### src/rtl/bj_redirect_pkg.sv
// Shared types and widths for the execute-stage branch/jump redirect unit.
package bj_redirect_pkg;

  typedef enum logic [3:0] {
    BJ_NONE,
    BJ_JAL,
    BJ_JALR,
    BJ_BEQ,
    BJ_BNE,
    BJ_BLT,
    BJ_BGE,
    BJ_BLTU,
    BJ_BGEU
  } bj_op_e;

  typedef enum logic {
    ST_IDLE,
    ST_SHADOW
  } bj_state_e;

  localparam int unsigned XLEN = 32;

  // The shadow counter is sized for the largest legal depth (7).
  // That way every legal SHADOW_DEPTH shares one counter width.
  localparam int unsigned SHADOW_DEPTH_MAX = 7;
  localparam int unsigned SHADOW_CNT_W     = $clog2(SHADOW_DEPTH_MAX + 1);

  // A target is usable only when it is word aligned.
  function automatic logic is_aligned(input logic [XLEN-1:0] tgt);
    return (tgt[1:0] == 2'b00);
  endfunction

endpackage

### src/rtl/bj_redirect_unit_if.sv
// PC-set channel from the execute stage to fetch: one-cycle en pulse plus target.
interface ZionProcessorComponentLib_PcSetChannelItf;

  logic        en;
  logic [31:0] tgtPc;

  modport out    (output en, output tgtPc);
  modport in     (input  en, input  tgtPc);
  modport master (output en, output tgtPc);
  modport slave  (input  en, input  tgtPc);

endinterface

### src/rtl/bj_redirect_unit_cond_eval.sv
// Combinational branch condition, target and alignment evaluation.
module bj_cond_eval
  import bj_redirect_pkg::*;
(
  input  bj_op_e          op_i,
  input  logic [XLEN-1:0] pc_i,
  input  logic [XLEN-1:0] imm_i,
  input  logic [XLEN-1:0] rs1_i,
  input  logic [XLEN-1:0] rs2_i,
  output logic            taken_c,
  output logic [XLEN-1:0] target_c,
  output logic            aligned_c
);

  logic            eq;
  logic            lt_s;
  logic            lt_u;
  logic [XLEN-1:0] pc_rel;
  logic [XLEN-1:0] reg_rel;

  // Shared comparators; the carry-out of each add is dropped so targets wrap.
  always_comb begin
    eq      = (rs1_i == rs2_i);
    lt_s    = ($signed(rs1_i) < $signed(rs2_i));
    lt_u    = (rs1_i < rs2_i);
    pc_rel  = XLEN'(pc_i + imm_i);
    reg_rel = XLEN'(rs1_i + imm_i) & ~XLEN'(1);
  end

  // Taken decision and target select per opcode.
  always_comb begin
    taken_c  = 1'b0;
    target_c = pc_rel;
    unique case (op_i)
      BJ_JAL:  taken_c = 1'b1;
      BJ_JALR: begin
        taken_c  = 1'b1;
        target_c = reg_rel;
      end
      BJ_BEQ:  taken_c = eq;
      BJ_BNE:  taken_c = ~eq;
      BJ_BLT:  taken_c = lt_s;
      BJ_BGE:  taken_c = ~lt_s;
      BJ_BLTU: taken_c = lt_u;
      BJ_BGEU: taken_c = ~lt_u;
      default: taken_c = 1'b0;
    endcase
  end

  assign aligned_c = is_aligned(target_c);

endmodule

### src/rtl/bj_redirect_unit.sv
// Execute-stage branch/jump resolver.
// It drives a registered one-cycle redirect to fetch, then squashes the wrong-path shadow.
module bj_redirect_unit
  import bj_redirect_pkg::*;
#(
  parameter int unsigned     SHADOW_DEPTH = 2,
  parameter logic [XLEN-1:0] RST_CFG      = '0
) (
  input  logic            clk,
  input  logic            rst,
  input  logic            iValid,
  input  logic            iStall,
  input  bj_op_e          iBjOp,
  input  logic [XLEN-1:0] iPc,
  input  logic [XLEN-1:0] iImm,
  input  logic [XLEN-1:0] iRs1,
  input  logic [XLEN-1:0] iRs2,
  ZionProcessorComponentLib_PcSetChannelItf.out oBjBus,
  output logic            oSquash,
  output logic [XLEN-1:0] oLinkData,
  output logic            oMisalign
);

  bj_state_e               state_q, state_d;
  logic [SHADOW_CNT_W-1:0] cnt_q, cnt_d;
  logic                    en_q, en_d;
  logic [XLEN-1:0]         tgt_q, tgt_d;
  logic                    squash_q, squash_d;
  logic                    mis_q, mis_d;

  logic                    resolve;
  logic                    taken;
  logic                    aligned;
  logic [XLEN-1:0]         target;

  bj_cond_eval u_cond_eval (
    .op_i      (iBjOp),
    .pc_i      (iPc),
    .imm_i     (iImm),
    .rs1_i     (iRs1),
    .rs2_i     (iRs2),
    .taken_c   (taken),
    .target_c  (target),
    .aligned_c (aligned)
  );

  // Instructions that arrive in the shadow are wrong-path and never resolve.
  assign resolve = iValid & ~iStall & (state_q == ST_IDLE);

  // Next-state logic: enter the shadow on an aligned taken target.
  // Count the shadow down independent of the stall.
  always_comb begin
    state_d  = state_q;
    cnt_d    = cnt_q;
    en_d     = 1'b0;
    tgt_d    = tgt_q;
    squash_d = 1'b0;
    mis_d    = 1'b0;
    unique case (state_q)
      ST_IDLE: begin
        if (resolve && taken) begin
          if (aligned) begin
            state_d  = ST_SHADOW;
            cnt_d    = SHADOW_CNT_W'(SHADOW_DEPTH);
            en_d     = 1'b1;
            tgt_d    = target;
            squash_d = 1'b1;
          end else begin
            mis_d = 1'b1;
          end
        end
      end
      ST_SHADOW: begin
        cnt_d = cnt_q - SHADOW_CNT_W'(1);
        if (cnt_d == '0) begin
          state_d = ST_IDLE;
        end else begin
          squash_d = 1'b1;
        end
      end
      default: begin
        state_d = ST_IDLE;
        cnt_d   = '0;
      end
    endcase
  end

  // State, shadow counter and output registers; reset aborts any redirect or shadow.
  always_ff @(posedge clk or negedge rst) begin
    if (!rst) begin
      state_q  <= ST_IDLE;
      cnt_q    <= '0;
      en_q     <= 1'b0;
      tgt_q    <= RST_CFG;
      squash_q <= 1'b0;
      mis_q    <= 1'b0;
    end else begin
      state_q  <= state_d;
      cnt_q    <= cnt_d;
      en_q     <= en_d;
      tgt_q    <= tgt_d;
      squash_q <= squash_d;
      mis_q    <= mis_d;
    end
  end

  assign oBjBus.en    = en_q;
  assign oBjBus.tgtPc = tgt_q;
  assign oSquash      = squash_q;
  assign oMisalign    = mis_q;
  assign oLinkData    = XLEN'(iPc + XLEN'(4));

endmodule

### src/flat_wrapper.sv
// flat-port wrapper written by rule: the top's interface ports become plain ports
module bj_redirect_unit_flat import bj_redirect_pkg::*;
#(
  parameter int unsigned     SHADOW_DEPTH = 2,
  parameter logic [XLEN-1:0] RST_CFG      = '0
)
  (clk, rst, iValid, iStall, iBjOp, iPc, iImm, iRs1, iRs2, oSquash, oLinkData, oMisalign, oBjBus_en, oBjBus_tgtPc);
  ZionProcessorComponentLib_PcSetChannelItf oBjBus_i ();
  input  logic clk;
  input  logic rst;
  input  logic iValid;
  input  logic iStall;
  input  bj_op_e iBjOp;
  input  logic [XLEN-1:0] iPc;
  input  logic [XLEN-1:0] iImm;
  input  logic [XLEN-1:0] iRs1;
  input  logic [XLEN-1:0] iRs2;
  output logic oSquash;
  output logic [XLEN-1:0] oLinkData;
  output logic oMisalign;
  output wire logic [$bits(oBjBus_i.en)-1:0] oBjBus_en;
  output wire logic [$bits(oBjBus_i.tgtPc)-1:0] oBjBus_tgtPc;
  assign oBjBus_en = oBjBus_i.en;
  assign oBjBus_tgtPc = oBjBus_i.tgtPc;
  bj_redirect_unit #(.SHADOW_DEPTH(SHADOW_DEPTH), .RST_CFG(RST_CFG)) u_core (.clk(clk), .rst(rst), .iValid(iValid), .iStall(iStall), .iBjOp(iBjOp), .iPc(iPc), .iImm(iImm), .iRs1(iRs1), .iRs2(iRs2), .oBjBus(oBjBus_i), .oSquash(oSquash), .oLinkData(oLinkData), .oMisalign(oMisalign));
endmodule
### config.mk
export PLATFORM = sky130hd
export DESIGN_NAME = bj_redirect_unit_flat
export DESIGN_NICKNAME = d
export VERILOG_FILES = /design/src/rtl/bj_redirect_pkg.sv /design/src/rtl/bj_redirect_unit_if.sv /design/src/rtl/bj_redirect_unit_cond_eval.sv /design/src/rtl/bj_redirect_unit.sv /design/src/flat_wrapper.sv
export SDC_FILE = /design/constraint.sdc
export NUM_CORES = 1
export LEC_CHECK = 0
export CAP_MARGIN = 20
export CORE_AREA = 3 3 124 126
export CTS_CLUSTER_DIAMETER = 40
export DETAILED_ROUTE_END_ITERATION = 6
export DIE_AREA = 0 0 127 129
export GPL_ROUTABILITY_DRIVEN = 0
export PLACE_DENSITY_LB_ADDON = 0.05
export SYNTH_ARGS = -nofsm -noshare
export SYNTH_HDL_FRONTEND = slang
export SYNTH_SLANG_ARGS = --single-unit
### constraint.sdc
create_clock -name clk -period 3.8 [get_ports clk]
set_input_delay 0.38 -clock clk [delete_from_list [all_inputs] [get_ports clk]]
set_output_delay 0.38 -clock clk [all_outputs]
set_load 0.005 [all_outputs]
==> results of run 1 <==
## logic make-up (layout without fill, tap and decap cells)
logic type,after synthesis,after routing,share of synthesized area (%)
simple gates,299,299,22.9
xor+xnor,71,71,9.51
compound gates,255,255,26.7
mux,10,10,1.61
fa+ha+maj,98,98,19.0
buf+inv,87,279,5.78
flops,38,38,14.5
## layer usage
metal | wire length [um] | global-route usage (%)
met3 | 1360 | 2.20
met1 | 10100 | 37.9
met2 | 9130 | 39.0
met4 | 316 | 4.61
met5 | 0 | 0
## power groups by stage
stage                     clock, uW  combinational (uW)  sequential [uW]
final                           403                1590              702
after global routing            431                1750              728
after CTS                       412                1580              705
after detailed placement          0                1570              710
after global placement            0                1560              705
after floorplan                   0                 817              702
## cell usage after synthesis (4+ instances only)
cell	count	area share [%]
a211oi_1	12	1.4
a21o_1	28	3.2
a21oi_1	80	6.1
a31o_2	5	0.67
a31oi_1	16	1.5
and2_1	5	0.48
and3_1	19	1.8
and4_1	6	0.80
buf_2	5	0.38
buf_6	4	0.69
clkbuf_1	14	0.80
dfrtp_1	38	15
ha_1	96	18
inv_1	59	3.4
mux2i_1	6	0.92
nand2_1	85	4.9
nand2b_1	11	1.1
nand3_1	25	1.9
nand4_1	16	1.5
nor2_1	78	4.5
nor2b_1	9	0.86
nor3_1	11	0.84
nor3b_1	6	0.69
o211ai_1	7	0.80
o21a_1	5	0.57
o21ai_0	34	2.6
o21ai_1	8	0.61
o21ai_2	6	0.80
or2_2	4	0.38
or3_1	5	0.48
xnor2_1	48	6.4
xor2_1	23	3.1
## state kept, by name, indices dropped and copies added, names as in the netlist
name / flops
u_core.oMisalign: 1
u_core.oBjBus.en: 1
u_core.cnt_q: 3
u_core.state_q: 1
u_core.oBjBus.tgtPc: 32
## final cells by class
class / count / area [um^2]
clock buffers: 7 / 143
fillers: 1342 / 5560
well taps: 184 / 230
clock inverters: 1 / 5.00
multi-input cells: 733 / 5220
repair buffers: 211 / 2080
flip-flops and latches: 38 / 951
inverters: 60 / 230
## worst max path at each step
stage / startpoint / endpoint / slack, ns / depth (start not counted)
6_report: iPc[4] / oLinkData[31] / 0.28 / 10
2_1_floorplan: iImm[1] / u_core.oBjBus.tgtPc[14] / 1.16 / 11
3_5_place_dp: iRs1[11] / u_core.oBjBus.tgtPc[11] / 0.19 / 13
5_1_grt: iPc[4] / oLinkData[31] / 0.17 / 10
3_3_place_gp: iPc[2] / oLinkData[31] / 0.25 / 10
4_1_cts: iPc[4] / oLinkData[31] / 0.27 / 10
## per-stage QoR
stage	cells	setup slack, ns
after floorplan	858	1.16
after global placement	1226	0.250
after detailed placement	1226	0.191
after CTS	1234	0.267
after global routing	1234	0.169
final	1234	0.281
## critical path: stages
cell	delay, ns
clkdlybuf4s50_1	0.57
and3_1	0.25
nand2_1	0.10
nor3_1	0.34
nand4_1	0.25
nor2b_1	0.35
nand2_1	0.09
nor2_1	0.13
xor2_1	0.15
clkdlybuf4s50_1	0.52
==> results.md, run 1 <==
- Status: finished clean
- Vias per inst: 5.62
- Final nets: 1283
- Setup CP Type: in2out
- Distinct cells, synth: 81
- PD cells: 304 mW/mm^2
- Worst R2R End: u_core.oBjBus.tgtPc[11]
- PostCTS Resize Cnt: 0
- Max FO, Critical Path: 4
- Ys flop type: dfrtp_1
- Commonest non-fill, non-tap cell in the layout: clkdlybuf4s50_1
- Combinational Power Share: 59.0%
- Setup TNS: 0 ns
- Starting density of the core: 45.4%
- Sequential power share: 26.1%
- Initial antenna violation count: 0
- Sequential share of the synthesized area: 14.5%
- Final ANT Viol Nets: 0
- Period utilisation layout: 92.6%
- Setup crit end kind: output pin
- Yosys warns: 0
- Root Buffer: clkbuf_16
- Area Overhead vs Synth: 35.5%
- Max Cap Viol: 0
- RSZ-0062 raised after global routing: false
- CP required: 3.42 ns
- DP Area: 0.00871 mm^2
- Core Util, Final: 61.4%
- Routed len/inst: 16.9 um
- Num ports: 203
- Avg Cell Area, Syn: 7.62 um^2
- DR vias: 6934
- EDFF count, synth: 0
- Die W: 127 um
- Hold crit path type: in2async
- Final hold violations: 0
- Hold Buf Count CTS: 0
- First-pass GRT wire length: 33500 um
- Die area: 0.0164 mm^2
- Leak Pwr: 0.00395 uW
- Antenna Cells: 0
- Tot GR Track Use: 25.0%
- Final wirelength: 20900 um
- Worst R2R Setup Slack: 1.25 ns
- Share of post-route cells with drive strength above 1: 5.52%
- Tot Pwr: 2690 uW
- CTS tree: done
- Worst r2r src: u_core.state_q
- Number of port buffers: 202
- Endpoints failing setup: 0
- CTS buffer count: 5
- P_sw: 975 uW
- Slew @ Worst Pin: 0.814 ns
- H-tree Lvls: 2
- Initial DRC count: 390
- Final Critical Period: 3.52 ns
- Reg clk slew, reported paths: 0.05 ns
- Worst Clk Skew: 0.00209 ns
- Hpwl dp: 18000 um
- Flop and latch count out of synthesis: 38
- Fmax: 284 MHz
- Mapped Nets: 1092
- CTS sink cnt: 38
- Syn Inst Count: 858
- Reg2Reg Depth: 9
- Clk Latency, worst-skew pair: 0.27 ns
- Max clock buf depth: 2
- Data arrival, critical path: 3.14 ns
- Int Pwr: 1720 uW
- Number of global-route vias before repair: 6551
- CORE AREA: 0.0144 mm^2
- Clock Power Share: 15.0%
- Gr ovfl total: 0
- DRT Pass-1 Iters: 5
- Drt drc: 0
- Slew HR: 45.7%
- Hold Slack: 0.198 ns
- Row Count: 44
- Post-route cell area: 0.00886 mm^2
- Max Slew Vio Count: 0
- Worst vdd ir: 0.231 mV
- Largest net degree at the start of global routing: 44
- Die H: 129 um
- Startpoint types: input port
- Asr flop ratio synth: 100%
- Most frequent cells in the layout: clkdlybuf4s50_1, ha_1, nand2_1
- Postcts setup bufs: 0
- Post-synthesis cell area: 0.00654 mm^2
- Switching portion of total power: 36.2%
(Power assumes the default switching activity.)
==> run 2: changes to the inputs <==
CAP_MARGIN = not set   (was 20)
CORE_AREA = 3 3 126 128   (was 3 3 124 126)
DIE_AREA = 0 0 129 131   (was 0 0 127 129)
SKIP_LAST_GASP = 1   (was not set)
clock period = 2.9 ns   (was 3.8 ns; I/O delays follow)
==> results.md, run 2 (same netlist as run 1, synthesis figures left out) <==
- Commonest non-fill, non-tap cell in the layout: buf_4
- Slew HR: 37.7% (-8.0 points)
- WP depth: 11 (+1)
- Num ports: 203 (unchanged)
- Final Critical Period: 3.02 ns
- Area Overhead vs Synth: 73.3%
- Status: complete, but fails checks
- Largest net degree at the start of global routing: 39 (-11%)
- Number of global-route vias before repair: 7631 (+16%)
- PD cells: 374 mW/mm^2 (+23%)
- Tot GR Track Use: 27.9% (+2.9 points)
- CP top delay family: buffers and inverters
- Setup ws final: -0.118 ns (-0.400 ns)
- Max FO, Critical Path: 3 (-1)
- Final wirelength: 25600 um (+23%)
- DRT Pass-1 Iters: 5 (unchanged)
- Clk Latency, worst-skew pair: 0.29 ns (+0.02 ns)
- Vias per inst: 5.62 (about the same)
- Max reg flops: 32 (unchanged)
- First-pass GRT wire length: 37600 um (+12%)
- Share of post-route cells with drive strength above 1: 28.7% (+23 points)
- Die area: 0.0169 mm^2 (+3.1%)
- Hold crit path type: in2async
- Final nets: 1486 (+16%)
- Final hold violations: 0 (unchanged)
- Die W: 129 um (+1.6%)
- Endpoints failing setup: 3 (+3)
- Worst Clk Skew: 0.00856 ns (+0.00647 ns)
- Fmax: 331 MHz
- Root Buffer: clkbuf_16
- Cell chain of the critical path: clkdlybuf4s50_1, buf_4, ha_1, nand3_2, nor3_2, buf_4, and4_4, nand3_2, nor2_1, xor2_1, clkdlybuf4s50_1
- Slew @ Worst Pin: 0.934 ns (+0.120 ns)
- Crit path buffers/inverters: 4 (+2)
- Startpoint types: input port
- Number of port buffers: 202 (unchanged)
- Starting density of the core: 43.7% (-1.7 points)
- RSZ-0062 raised after global routing: true
- Post-route cell area: 0.0113 mm^2 (+28%)
- Max Slew Vio Count: 0 (unchanged)
- Worst vdd ir: 0.358 mV (+55%)
- Drt drc: 0 (unchanged)
- H-tree Lvls: 2 (unchanged)
- CORE AREA: 0.0150 mm^2 (+3.8%)
- CP required: 2.61 ns (-0.81 ns)
- Max clock buf depth: 2 (unchanged)
- Fillers: 1159 (-14%)
- Row Count: 45 (+2.3%)
- Data arrival, critical path: 2.73 ns (-0.41 ns)
- Initial antenna violation count: 0 (unchanged)
- Slowest CP cell: clkdlybuf4s50_1
- Most frequent cells in the layout: buf_4, clkdlybuf4s50_1, nand2_1
- Reg2Reg Depth: 9 (unchanged)
- Hpwl dp: 20200 um (+12%)
- Setup CP Type: in2out
- Failing checks: negative setup slack
- DR vias: 8105 (+17%)
- Hold Slack: 0.141 ns (-0.0576 ns)
- CTS tree: done
- Setup crit end kind: output pin
- Gr ovfl total: 0 (unchanged)
- Max incr delay on CP: 0.52 ns (-0.05 ns)
- Routed len/inst: 17.8 um (+5.2%)
- Initial DRC count: 622 (+59%)
- DP Area: 0.0101 mm^2 (+16%)
- CTS buffer count: 5 (unchanged)
- Setup TNS: -0.200 ns (-0.200 ns)
- Period utilisation layout: 104%
- CTS sink cnt: 38 (unchanged)
- Antenna Cells: 0 (unchanged)
- Leak Pwr: 0.00555 uW (+40%)
- Final ANT Viol Nets: 0 (unchanged)
- Worst R2R Setup Slack: 0.73 ns (-0.52 ns)
- Die H: 131 um (+1.6%)
- Reg clk slew, reported paths: 0.06 ns (about the same)
- Max Cap Viol: 0 (unchanged)
run 2: what timing repair did:
item | CTS | global route
hold buffers | 0 | 0
gates cloned | 2 | 0
setup buffers | 5 | 9
resized for setup | 38 | 159
setup endpoints to repair | 48 | 44
endpoints found under the hold margin | 0 | 0
pin swaps | 20 | 63
run 2: worst paths after layout:
check | from | end
worst max-delay path | iPc[2] | oLinkData[30]
max in group asynchronous | rst | u_core.oBjBus.tgtPc[27]
min in group clk | u_core.oBjBus.tgtPc[0] | u_core.oBjBus.tgtPc[0]
worst max register to register | u_core.state_q | u_core.oBjBus.tgtPc[31]
worst min-delay path | rst | u_core.oBjBus.tgtPc[11]
worst min register to register | u_core.oBjBus.tgtPc[0] | u_core.oBjBus.tgtPc[0]
run 2: through the flow:
stage | std cells | setup slack (ns) | util, % | total power (uW)
6_report | 1441 | -0.118 | 75.7 | 4240
5_1_grt | 1441 | -0.247 | 75.7 | 4510
4_1_cts | 1432 | -0.159 | 70.4 | 4070
3_5_place_dp | 1417 | -0.543 | 67.8 | 3270
3_3_place_gp | 1417 | -0.455 | 67.8 | 3220
2_1_floorplan | 858 | 0.351 | - | 1990
run 2: routing by layer:
layer	up-vias	share of wire [%]	track usage [%]
met2	319	46	45.5
met3	48	7.1	4.92
met5	-	0	0
li1	3935	-	-
met4	0	2.2	6.73
met1	3803	44	38.5
run 2: area by class of cell:
type / instances / area (um^2) / share of cell area [%]
clock buffer: 6 / 139 / 1.23
clock inverter: 2 / 60.1 / 0.530
sequential: 38 / 951 / 8.39
timing repair inverter: 1 / 16.3 / 0.143
multi-input combinational: 733 / 5890 / 52.0
timing repair buffer: 413 / 3810 / 33.6
tap: 188 / 235 / 2.08
inverter: 60 / 233 / 2.05
run 2: power breakdown:
part           internal (uW)  leakage (uW)  switching, uW  total [uW]
Combinational           1440       0.00498           1120        2560
Sequential               766      0.000467            154         920
Clock                    517     0.0000971            235         752
Total                   2730       0.00555           1510        4240
==> run 3: changes to the inputs <==
CELL_PAD_IN_SITES_DETAIL_PLACEMENT = 0   (was not set)
CELL_PAD_IN_SITES_GLOBAL_PLACEMENT = 1   (was not set)
CORE_AREA = 3 3 150 152   (was 3 3 126 128)
DIE_AREA = 0 0 153 155   (was 0 0 129 131)
==> results.md, run 3 (same netlist as run 1, synthesis figures left out) <==
- Status: finished clean
- Reg clk slew, reported paths: 0.07 ns (about the same)
- Area Overhead vs Synth: 76.2%
- Final ANT Viol Nets: 0 (unchanged)
- CTS buffer count: 5 (unchanged)
- CTS sink cnt: 38 (unchanged)
- P_sw: 1560 uW (+3.1%)
- Largest net degree at the start of global routing: 44 (+13%)
- Hpwl dp: 22400 um (+11%)
- Hold crit path type: in2async
- Max Slew Vio Count: 0 (unchanged)
- CORE AREA: 0.0212 mm^2 (+41%)
- Clock Power Share: 13.8% (-4.0 points)
- Sequential cell area: 951 um^2 (unchanged)
- Max reg flops: 32 (unchanged)
- Die H: 155 um (+18%)
- Max Cap Viol: 0 (unchanged)
- Int Pwr: 2580 uW (-5.4%)
- Slew HR: 38.0% (+0.25 points)
- PD cells: 359 mW/mm^2 (-4.0%)
- WP depth: 15 (+4)
- Cell chain of the critical path: clkdlybuf4s50_1, inv_1, ha_4, nand2_2, o211ai_1, nand4_1, a31oi_4, buf_6, o31ai_4, a31o_2, o22a_4, clkinv_8, buf_6, o211a_1, a21oi_1
- Worst Clk Skew: 0.0144 ns (+0.00582 ns)
- Share of post-route cells with drive strength above 1: 30.7% (+2.0 points)
- Starting density of the core: 30.9% (-13 points)
- Number of port buffers: 202 (unchanged)
- Period utilisation layout: 99.7% (-4.4 points)
- First-pass GRT wire length: 40400 um (+7.5%)
- Final Critical Period: 2.89 ns (-0.126 ns)
- Leak Pwr: 0.00546 uW (-1.7%)
- Final wirelength: 27300 um (+6.6%)
- Post-route cell area: 0.0115 mm^2 (+1.7%)
- Tot GR Track Use: 21.3% (-6.6 points)
- Max clock buf depth: 2 (unchanged)
- Combinational Power Share: 63.3% (+2.8 points)
- Fillers: 2042 (+76%)
- Final hold violations: 0 (unchanged)
- Max incr delay on CP: 0.45 ns (-0.07 ns)
- DP Area: 0.0103 mm^2 (+1.7%)
- Switching portion of total power: 37.6% (+2.0 points)
- Drt drc: 0 (unchanged)
- CP required: 3.06 ns (+0.45 ns)
- Commonest non-fill, non-tap cell in the layout: buf_4
- Gr ovfl total: 0 (unchanged)
- Initial DRC count: 377 (-39%)
- Initial antenna violation count: 1 (+1)
- Sequential power share: 22.8% (+1.1 points)
- Row Count: 53 (+18%)
- Slowest CP cell: clkdlybuf4s50_1
- Startpoint types: input port
- Worst vdd ir: 0.257 mV (-28%)
- Data arrival, critical path: 3.05 ns (+0.32 ns)
- Setup CP Type: in2reg
- Die area: 0.0237 mm^2 (+40%)
- Worst R2R Setup Slack: 0.75 ns (+0.02 ns)
- Num ports: 203 (unchanged)
- Routed len/inst: 17.7 um (-0.47%)
- Reg2Reg Depth: 10 (+1)
- Top cell by count, worst path: buf_6
- Fmax: 346 MHz (+4.4%)
- Endpoints failing setup: 0 (-3)
- Worst R2R End: u_core.oBjBus.tgtPc[28]
- Hold Buf Count CTS: 0 (unchanged)
- Root Buffer: clkbuf_16
- Most frequent cells in the layout: buf_4, clkdlybuf4s50_1, nand2_1
- H-tree Lvls: 2 (unchanged)
- CP top delay family: compound AO/OA/AOI/OAI gates
- DRT Pass-1 Iters: 5 (unchanged)
- Final nets: 1502 (+1.1%)
- RSZ-0062 raised after global routing: true
- Setup crit end kind: flip-flop
- Die W: 153 um (+19%)
- Number of global-route vias before repair: 7608 (-0.30%)
- Slew @ Worst Pin: 0.930 ns (-0.00378 ns)
- Setup TNS: 0 ns (+0.200 ns)
- CTS tree: done
- Clk Latency, worst-skew pair: 0.30 ns (about the same)
- DR vias: 7776 (-4.1%)
- Multi-input logic area: 0.00593 mm^2 (+0.72%)
- Vias per inst: 5.04 (-10%)
- Crit path buffers/inverters: 5 (+1)
- Worst r2r src: u_core.state_q
- Max FO, Critical Path: 8 (+5)
## run 3: timing repair
item                                    in CTS  in global routing
pin swaps                                   26                 47
gates resized for setup                     53                150
cloned                                       2                  4
setup buffers                                6                 11
endpoints found under the hold margin        0                  0
endpoints found under the setup margin      54                 48
## run 3: worst register-to-register path: cells and delay by family, from the launching register on
family | cells | cell delay (ns)
AND/OR/NAND/NOR | 3 | 0.50
buffers and inverters | 3 | 0.41
flip-flops | 1 | 0.48
AO/OA/AOI/OAI | 4 | 0.64
## run 3: worst max-delay path by stage
| stage | startpoint | to |
|---|---|---|
| finish | iRs2[19] | u_core.oBjBus.tgtPc[28] |
| detailed placement | iRs2[11] | u_core.oBjBus.tgtPc[17] |
| global placement | iRs2[11] | u_core.oBjBus.tgtPc[8] |
| floorplan | iImm[1] | u_core.oBjBus.tgtPc[14] |
| global route | iImm[2] | u_core.oBjBus.tgtPc[29] |
| CTS | iPc[12] | oLinkData[31] |
## run 3: final cells by class
class                           instances  share of cell area [%]
Antenna cell                            1                  0.0217
Clock buffer                            5                    1.09
Clock inverter                          2                  0.0869
Inverter                               60                    2.06
Multi-Input combinational cell        733                    51.5
Sequential cell                        38                    8.25
Tap cell                              275                    2.99
Timing Repair Buffer                  429                    33.9
Timing Repair inverter                  1                   0.141
## run 3: layer usage
layer | track usage (%) | routed length [um]
met4 | 4.58 | 442
met2 | 32.9 | 12100
met5 | 0 | 0
met3 | 2.59 | 1190
met1 | 32.0 | 13600
## run 3: per-stage QoR
step	setup WS, ns	hold slack, ns	std cells	total power, uW	utilization [%]
floorplan	0.351	-0.00559	858	1990	-
global placement	-0.604	0.469	1513	3290	48.8
detailed placement	-0.643	0.469	1513	3310	48.8
CTS	-0.221	0.159	1528	3940	50.6
global route	-0.115	0.212	1544	4420	54.5
finish	0.00799	0.127	1544	4130	54.5
## run 3: power groups by stage
stage	Combinational [uW]	Sequential, uW	Clock, uW
after floorplan	1070	919	0
after global placement	2370	923	0
after detailed placement	2390	925	0
after CTS	2450	918	578
after global routing	2850	978	593
final	2620	944	573
